**config.mk**
```make
export PLATFORM = sky130hd
export DESIGN_NAME = uart_rx_core
export DESIGN_NICKNAME = d
export VERILOG_FILES = /design/src/rtl/uart_rx_core_pkg.sv /design/src/rtl/uart_baud_tick.sv /design/src/rtl/uart_rx_core.sv
export SDC_FILE = /design/constraint.sdc
export NUM_CORES = 1
export LEC_CHECK = 0
export ABC_CLOCK_PERIOD_IN_PS = 2950
export BUFFER_PORTS_ARGS = -buffer_cell sky130_fd_sc_hd__buf_2
export CORE_MARGIN = 2
export CORE_UTILIZATION = 55
export CTS_BUF_LIST = sky130_fd_sc_hd__clkbuf_4
export DETAILED_ROUTE_END_ITERATION = 8
export PLACE_DENSITY = 0.74
export SLEW_MARGIN = 30
export SYNTH_ARGS = -nofsm -noshare
export SYNTH_HDL_FRONTEND = slang
export SYNTH_HIERARCHICAL = 1
export SYNTH_SLANG_ARGS = --single-unit
export TNS_END_PERCENT = 30
```
**constraint.sdc**
```tcl
create_clock -name clk -period 2.95 [get_ports clk]
set_input_delay 0.4425 -clock clk [delete_from_list [all_inputs] [get_ports clk]]
set_output_delay 0.4425 -clock clk [all_outputs]
set_load 0.005 [all_outputs]
```
**src/rtl/uart_rx_core_pkg.sv**
```systemverilog
// uart_rx_core_pkg: shared UART state encodings and oversampling constants.
package uart_rx_core_pkg;
    localparam int OS  = 16;
    localparam int MID = OS / 2 - 1;
    typedef enum logic [2:0] {
        IDLE   = 3'd0,
        START  = 3'd1,
        DATA   = 3'd2,
        STOP   = 3'd3,
        BREAK  = 3'd4,
        PARITY = 3'd5
    } state_t;
endpackage

```
**src/rtl/uart_baud_tick.sv**
```systemverilog
// uart_baud_tick: free-running oversample tick, one clk pulse every CLK_FREQ/(BAUD*OS) clocks.
module uart_baud_tick #(
    parameter int CLK_FREQ = 50_000_000,
    parameter int BAUD     = 9600,
    parameter int OS       = 16
) (
    input  logic clk,
    input  logic rst,
    output logic tick
);
    localparam int DIV = CLK_FREQ / (BAUD * OS);
    localparam int W   = $clog2(DIV);
    logic [W-1:0] cnt;
    assign tick = cnt == W'(DIV - 1);
    always_ff @(posedge clk) begin
        if (!rst) cnt <= '0;
        else      cnt <= tick ? '0 : cnt + 1'b1;
    end
endmodule

```
**src/rtl/uart_rx_core.sv**
```systemverilog
// uart_rx_core: 8N1 UART receiver, 16x oversampling with mid-bit sampling.
// Define UART_RX_PARITY_EN to add an even-parity bit and the parity_err output.
module uart_rx_core
    import uart_rx_core_pkg::*;
#(
    parameter int CLK_FREQ  = 50_000_000,
    parameter int BAUD      = 9600,
    parameter int DATA_BITS = 8
) (
    input  logic                 clk,
    input  logic                 rst,
    input  logic                 rx,
    output logic [DATA_BITS-1:0] data_out,
    output logic                 data_valid,
    output logic                 frame_err,
`ifdef UART_RX_PARITY_EN
    output logic                 parity_err,
`endif
    output logic                 rx_busy
);
    localparam int DIV = CLK_FREQ / (BAUD * OS);
    localparam int NW  = $clog2(DATA_BITS);
`ifdef UART_RX_PARITY_EN
    localparam state_t LAST = PARITY;
`else
    localparam state_t LAST = STOP;
`endif
    if (DIV < 2) begin : g_div_chk
        $error("uart_rx_core: CLK_FREQ/(BAUD*16) must be >= 2");
    end
    state_t               state;
    logic [3:0]           s;
    logic [NW-1:0]        n;
    logic [DATA_BITS-1:0] sh;
    logic                 tick;
`ifdef UART_RX_PARITY_EN
    logic                 perr;
`endif
    uart_baud_tick #(.CLK_FREQ(CLK_FREQ), .BAUD(BAUD), .OS(OS)) u_tick (
        .clk  (clk),
        .rst  (rst),
        .tick (tick)
    );
    assign rx_busy = state != IDLE;
    always_ff @(posedge clk) begin
        if (!rst) begin
            state      <= IDLE;
            s          <= '0;
            n          <= '0;
            sh         <= '0;
            data_out   <= '0;
            data_valid <= 1'b0;
            frame_err  <= 1'b0;
`ifdef UART_RX_PARITY_EN
            parity_err <= 1'b0;
            perr       <= 1'b0;
`endif
        end else begin
            data_valid <= 1'b0;
            frame_err  <= 1'b0;
`ifdef UART_RX_PARITY_EN
            parity_err <= 1'b0;
`endif
            case (state)
                IDLE: if (!rx) begin
                    state <= START;
                    s     <= '0;
                end
                START: if (tick) begin
                    if (s == 4'(MID)) begin
                        state <= rx ? IDLE : DATA;
                        s     <= '0;
                        n     <= '0;
                    end else s <= s + 1'b1;
                end
                DATA: if (tick) begin
                    if (s == 4'(OS - 1)) begin
                        sh <= {rx, sh[DATA_BITS-1:1]};
                        n  <= n + 1'b1;
                        s  <= '0;
                        if (n == NW'(DATA_BITS - 1)) state <= LAST;
                    end else s <= s + 1'b1;
                end
`ifdef UART_RX_PARITY_EN
                PARITY: if (tick) begin
                    if (s == 4'(OS - 1)) begin
                        perr  <= ^sh ^ rx;
                        s     <= '0;
                        state <= STOP;
                    end else s <= s + 1'b1;
                end
`endif
                STOP: if (tick) begin
                    if (s == 4'(OS - 1)) begin
                        s <= '0;
                        if (rx) begin
                            state <= IDLE;
`ifdef UART_RX_PARITY_EN
                            if (perr) parity_err <= 1'b1;
                            else begin
                                data_out   <= sh;
                                data_valid <= 1'b1;
                            end
`else
                            data_out   <= sh;
                            data_valid <= 1'b1;
`endif
                        end else begin
                            frame_err <= 1'b1;
                            state     <= BREAK;
                        end
                    end else s <= s + 1'b1;
                end
                // a line held low after a bad stop bit must not start a new frame
                BREAK: if (rx) state <= IDLE;
                default: state <= IDLE;
            endcase
        end
    end
endmodule
```
==> results of run 1 <==
-- path summary, 6_finish.rpt --
| check | startpoint | endpoint | slack [ns] | cells after the start |
|---|---|---|---|---|
| setup / recovery | u_tick/cnt[0]$_SDFF_PP0_ | sh[7]$_SDFFE_PN0P_ | 0.50 | 8 |
| hold reg to reg | s[1]$_SDFFE_PN0P_ | s[1]$_SDFFE_PN0P_ | 0.49 | 2 |
| hold / removal | rx | data_valid$_SDFF_PN0_ | 0.42 | 3 |
| setup reg to reg | u_tick/cnt[0]$_SDFF_PP0_ | sh[7]$_SDFFE_PN0P_ | 0.50 | 8 |
-- report_power, final --
| part | total [mW] | internal, mW | switching [mW] | leakage, nW |
|---|---|---|---|---|
| clock | 0.442 | 0.267 | 0.176 | 0.0558 |
| combinational | 0.203 | 0.0860 | 0.117 | 0.430 |
| sequential | 0.572 | 0.519 | 0.0527 | 0.299 |
| total | 1.22 | 0.872 | 0.346 | 0.784 |
-- layout by cell type (no fill, tap or decap), types with 6 or more instances in the layout --
cell type | synthesis | final
a21oi_1 | 11 | 11
buf_2 | 4 | 13
dfxtp_1 | 37 | 37
inv_1 | 6 | 6
mux2i_1 | 16 | 16
nand2_1 | 7 | 7
nand3_1 | 10 | 10
nor2_1 | 29 | 29
o21ai_0 | 9 | 9
or3_1 | 6 | 6
-- flip-flops by register name (all words and copies together) (netlist names) --
register	count
s	4
n	3
u_tick/cnt	9
data_out	8
data_valid	1
frame_err	1
state	3
sh	8
-- cells in the mapped netlist (2+ instances only) --
cell type / n
xnor2_1: 2
ha_1: 5
nand3b_1: 3
nand2_1: 7
clkbuf_2: 2
nand2b_1: 2
dfxtp_1: 37
inv_1: 6
nand3_1: 10
buf_2: 4
nor2_1: 29
a21oi_1: 11
o21ai_0: 9
a21o_1: 2
nand4_1: 5
and3_1: 2
mux2i_1: 16
or4_1: 2
clkbuf_1: 2
nor4_1: 4
or3_1: 6
-- kinds of logic after synthesis --
kind of cell               Yosys count
muxes                               17
adders and majority gates            5
buffers and inverters               16
xor gates and xnor gates             3
AOI/OAI and AO/OA                   29
DFF                                 37
and+or+nand+nor                     82
-- layout make-up --
cell class / instances / area share, %
clock inverters: 3 / 3.63
multi-input cells: 136 / 47.8
clock buffers: 5 / 1.98
flip-flops and latches: 37 / 39.1
repair buffers: 13 / 3.43
inverters: 6 / 1.19
well taps: 44 / 2.90
-- per-layer routing --
| metal | vias up | routed length, um | global-route usage, % |
|---|---|---|---|
| li1 | 702 | - | - |
| met1 | 668 | 1530 | 24.5 |
| met2 | 28 | 1590 | 34.5 |
| met3 | 5 | 114 | 8.66 |
| met4 | 0 | 46 | 8.25 |
| met5 | - | 0 | 0 |
-- worst max-delay path, stage by stage (launching register included) --
cell and delay (ns):
dfxtp_1 0.36, inv_1 0.07, ha_1 0.13, nand2_1 0.09, nor4_1 0.56, and4_2 0.38, and3_1 0.41, mux2i_1 0.24
nor2_1 0.06
==> results by group, run 1 <==
Critical path
  • Crit Path Class: flip-flop to flip-flop
  • WP data required: approximately 3.2 ns
  • Critical path launch point type: flip-flop
  • Kind of end point of the critical path: flip-flop
  • CP Max Fanout: 7
  • Worst path arrival time: between 2 and 3 ns

Clock tree
  • Reg clk slew, reported paths: between 0.1 and 0.15 ns
  • CTS Hold Bufs: 0
  • CTS tree: yes
  • Clk Latency, worst-skew pair: about 0.35 ns
  • Clk sink count: 37
  • Post_cts resized: 0
  • Num CTS Buffers: 5
  • Htree depth: 2
  • Root buffer cell: clkbuf_4
  • Post-CTS Setup Repair Bufs: 0
  • Clock buffer depth: 2

Yosys
  • FFs w/ async S/R, synth: 0%
  • Mapped Area: roughly 1700 um2
  • Post-synthesis mux area share: approximately a tenth
  • Netlist cell types: between 40 and 50
  • Main synth FF type: dfxtp_1
  • Register area share after synthesis: 42.9%
  • Simple-Gate Fraction of Synth Area: about a quarter
  • Post-synthesis adder-cell area fraction: 3.63%
  • Area share of the largest cell type after synthesis: between 40% and 50%
  • Post-Synth XOR/XNOR Area: 1.52%
  • Post-synthesis register bit count: 37
  • Post-Syn Nets: approximately 200
  • Area leader, netlist: dfxtp_1
  • Synth area leaders: dfxtp_1 43%, mux2i_1 9.3%, nor2_1 6.3%, ha_1 3.6%, a21oi_1 3.2%
  • Largest family of logic cells by synthesized area: simple AND/OR/NAND/NOR gates
  • Post-synthesis average cell area: 9.13 um2
  • Post-Syn Instances: about 190
  • Synth warn: 6
  • Complex-gate fraction of the synthesized area: roughly 11%
  • Number of synthesized flops with an enable pin: 0

Floorplanning
  • IO Count: 14
  • Core Box Area: 3030 um2
  • Starting Density: between 50 and 60%
  • Die Area: roughly 3600 um2
  • Row count: 20
  • Die Ht: between 60 and 70 um
  • Die Width: 60.0 um

Global route
  • GRT Total Usage: about a fifth
  • First-pass GRT wire length: between 5 and 6 mm
  • Antenna violations before repair: 0
  • Largest net degree at the start of global routing: 25
  • Grt total ovfl: 0
  • Vias in the first global route: roughly 1300

Routing
  • Antenna Nets Post-Route: 0
  • Via/cell ratio: 5.75
  • DR vias: 1403
  • First-pass DRT Iterations: 4
  • Initial DRC count: slightly below 60
  • # DRC: 0
  • DRT Wirelength: around 3.3 mm
  • Routed wire length per instance: approximately 13 um

Finish
  • Fin area: approximately 1900 um2
  • Util after Layout: a little over three fifths
  • Storage cell area: ~740 um2
  • Layout net count: 207
  • Multi-input gate area: 906 um2
  • Antenna diode count: 0
  • Area Growth Syn to Fin: 9.86%
  • Fraction of layout cells with a size suffix above 1: 14.5%
  • Non-Filler Instances: 244
  • Fill count: 267

Placed design
  • DPL Wire Length: between 2 and 2.5 mm
  • Worst slack, placed: approximately 0.6 ns
  • I/O Buffers: 13
  • DP Cell Count: 236
  • Gpl congestion: between 0.9 and 1
  • Placed Area: approximately 1800 um2

Pwr
  • Worst VDD drop: ~0.00048 V
  • Leakage: 0.784 nW
  • Final Total Pwr: between 1 and 1.5 mW
  • PwrDens: between 600 and 700 nW/um2

STA
  • Setup_tns: 0 ns
  • Final clock skew: roughly 0.0050 ns
  • Number of setup violations in the final report: 0
  • Max Clock Freq: about 410 MHz
  • Worst hold margin: approximately 0.42 ns
  • RSZ-0062 raised after global routing: no
  • Final hold vios: 0
  • Min Tclk post-route: about 2.4 ns
  • Slew Limit Fails: 0
  • Worst slew pin tran: 0.722 ns
  • Final Cycle Share: slightly above 80%
  • Setup ws final: between 0.5 and 0.6 ns
  • Relative slew margins: between 50% and 60%

Status
  • Outcome: finished, final reports clean

Worst hold path
  • Worst hold path type: input pin to flip-flop

Flow run
  • MaxCap Viol Count: 0
No activity file was read; power rests on OpenSTA's default activity.
==> inputs of run 2 (changes only) <==
--- a/config.mk
+++ b/config.mk
@@ -5,7 +5,7 @@
 export SDC_FILE = /design/constraint.sdc
 export NUM_CORES = 1
 export LEC_CHECK = 0
-export ABC_CLOCK_PERIOD_IN_PS = 2950
+export ABC_CLOCK_PERIOD_IN_PS = 2400
 export BUFFER_PORTS_ARGS = -buffer_cell sky130_fd_sc_hd__buf_2
 export CORE_MARGIN = 2
 export CORE_UTILIZATION = 55
==> constraint.sdc (replaced) <==
create_clock -name clk -period 2.4 [get_ports clk]
set_input_delay 0.36 -clock clk [delete_from_list [all_inputs] [get_ports clk]]
set_output_delay 0.36 -clock clk [all_outputs]
set_load 0.005 [all_outputs]
==> results by group, run 2 (synthesis gave the netlist of run 1 again) <==
Critical path
  • Crit Reg-Reg Endpoint: sh[3]$_SDFFE_PN0P_ (was sh[7]$_SDFFE_PN0P_)
  • WP data required: 2.60 ns (was 3.17 ns)
  • Kind of end point of the critical path: flip-flop (unchanged)
  • FF-to-FF Start: u_tick/cnt[0]$_SDFF_PP0_ (unchanged)
  • CP Launch Point: u_tick/cnt[0]$_SDFF_PP0_ (unchanged)
  • Worst path arrival time: 2.34 ns (was 2.67 ns)
  • Crit path to: sh[3]$_SDFFE_PN0P_ (was sh[7]$_SDFFE_PN0P_)
  • FF-to-FF setup slack: 0.26 ns (was 0.50 ns)
  • Crit Path Class: flip-flop to flip-flop (unchanged)
  • R2R cell count: 8 (unchanged)
  • Critical path launch point type: flip-flop (unchanged)
  • CP Max Fanout: 7 (unchanged)

Clock tree
  • CTS Hold Bufs: 0 (unchanged)
  • Clk Latency, worst-skew pair: 0.34 ns (was 0.35 ns)
  • Clk sink count: 37 (unchanged)
  • Num CTS Buffers: 5 (unchanged)
  • Root buffer cell: clkbuf_4 (unchanged)
  • Clock buffer depth: 2 (unchanged)
  • Post-CTS Setup Repair Bufs: 0 (unchanged)
  • Htree depth: 2 (unchanged)
  • Post_cts resized: 0 (unchanged)
  • CTS tree: yes (unchanged)
  • Reg clk slew, reported paths: 0.11 ns (about the same)

STA
  • Min Tclk post-route: 2.14 ns (was 2.45 ns)
  • Setup_tns: 0 ns (unchanged)
  • Final hold vios: 0 (unchanged)
  • Max Clock Freq: 467 MHz (was 408 MHz)
  • Final clock skew: 0.0100 ns (was 0.00497 ns)
  • Number of setup violations in the final report: 0 (unchanged)
  • Final Cycle Share: 89.3% (was 83.0%)
  • RSZ-0062 raised after global routing: no (unchanged)
  • Relative slew margins: 51.9% (was 51.8%)
  • Slew Limit Fails: 0 (unchanged)
  • Worst slew pin tran: 0.720 ns (was 0.722 ns)

Routing
  • DRT Wirelength: 3.29 mm (was 3.28 mm)
  • Via/cell ratio: 5.66 (was 5.75)
  • Antenna Nets Post-Route: 0 (unchanged)
  • # DRC: 0 (unchanged)
  • DR vias: 1382 (was 1403)
  • First-pass DRT Iterations: 4 (unchanged)
  • Routed wire length per instance: 13.5 um (was 13.4 um)
  • Initial DRC count: 39 (was 59)

Global route
  • Grt total ovfl: 0 (unchanged)
  • Vias in the first global route: 1268 (was 1283)
  • Largest net degree at the start of global routing: 25 (unchanged)
  • First-pass GRT wire length: 5.51 mm (was 5.58 mm)
  • Antenna violations before repair: 0 (unchanged)
  • GRT Total Usage: 20.5% (was 21.1%)

Finish
  • Commonest non-fill, non-tap cell in the layout: dfxtp_1 (unchanged)
  • Most frequent cells in the layout: 37 x dfxtp_1, 29 x nor2_1, 16 x mux2i_1 (unchanged)
  • Max FFs per register: 9 (unchanged)
  • Fraction of layout cells with a size suffix above 1: 14.0% (was 14.5%)
  • Fin area: 1850 um2 (was 1900 um2)
  • Biggest regs: u_tick/cnt: 9 flops, data_out: 8 flops, sh: 8 flops (unchanged)
  • Biggest register: u_tick/cnt (unchanged)
  • Non-Filler Instances: 244 (unchanged)
  • Layout net count: 208 (was 207)
  • Util after Layout: 61.0% (was 62.6%)
  • Antenna diode count: 0 (unchanged)
  • Area Growth Syn to Fin: 6.96% (was 9.86%)

Placed design
  • Gpl congestion: 0.796 (was 0.905)
  • DPL Wire Length: 2.27 mm (was 2.31 mm)
  • Placed Area: 1800 um2 (was 1790 um2)
  • I/O Buffers: 13 (unchanged)
  • DP Cell Count: 237 (was 236)

Floorplanning
  • Core Box Area: 3030 um2 (unchanged)
  • Row count: 20 (unchanged)
  • Die Ht: 60.0 um (unchanged)
  • Die Width: 60.0 um (unchanged)
  • IO Count: 14 (unchanged)
  • Starting Density: 57.0% (unchanged)
  • Die Area: 3600 um2 (unchanged)

Pwr
  • Leakage: 0.763 nW (was 0.784 nW)
  • Worst VDD drop: 0.000511 V (was 0.000482 V)
  • PwrDens: 682 nW/um2 (was 642 nW/um2)

Worst hold path
  • Worst hold path type: input pin to flip-flop (unchanged)

Flow run
  • MaxCap Viol Count: 0 (unchanged)

Status
  • Outcome: finished, final reports clean (unchanged)
-- run 2: through the flow --
step | setup slack, ns | power, mW | hold slack (ns)
after floorplan | 0.448 | 0.907 | 0.441
after global placement | 0.348 | 0.949 | 0.454
after detailed placement | 0.293 | 0.956 | 0.469
after CTS | 0.256 | 1.27 | 0.330
after global routing | 0.0738 | 1.33 | 0.347
final | 0.258 | 1.26 | 0.349
-- run 2: cell type report --
type / instances / area (um2)
Multi-Input combinational cell: 136 / 906
Timing Repair Buffer: 14 / 72.6
Inverter: 6 / 22.5
Clock buffer: 6 / 45.0
Tap cell: 44 / 55.1
Fill cell: 255 / 1180
Clock inverter: 1 / 3.75
Sequential cell: 37 / 741
-- run 2: how the worst min path moves through the flow --
stage | start | end | slack [ns] | cells past startpoint
global route | rx | data_valid$_SDFF_PN0_ | 0.35 | 3
floorplan | u_tick/cnt[0]$_SDFF_PP0_ | u_tick/cnt[0]$_SDFF_PP0_ | 0.44 | 1
CTS | rx | data_valid$_SDFF_PN0_ | 0.33 | 3
finish | rx | data_valid$_SDFF_PN0_ | 0.35 | 3
detailed placement | u_tick/cnt[0]$_SDFF_PP0_ | u_tick/cnt[0]$_SDFF_PP0_ | 0.47 | 1
global placement | u_tick/cnt[0]$_SDFF_PP0_ | u_tick/cnt[0]$_SDFF_PP0_ | 0.45 | 1
-- run 2: per-layer routing --
layer / global-route usage, % / vias up / wire length [um] / part of all wire, %
met2: 32.1 / 31 / 1580 / 48
met1: 25.6 / 647 / 1530 / 47
met3: 6.71 / 6 / 131 / 4.0
met5: 0 / - / 0 / 0
li1: - / 698 / - / -
met4: 8.89 / 0 / 54 / 1.6
-- run 2: worst max-delay path, cell delays in order, from the launching register on --
cell and delay [ns]:
dfxtp_1 0.36, inv_1 0.06, ha_1 0.13, nand2_1 0.09, nor4_1 0.33, and4_2 0.33, and3_1 0.41, mux2i_1 0.23
nor2_1 0.06
-- run 2: power by group --
group / switching (mW) / internal, mW / total [mW]
sequential: 0.0625 / 0.638 / 0.700
clock: 0.191 / 0.118 / 0.308
combinational: 0.144 / 0.106 / 0.250
total: 0.397 / 0.861 / 1.26
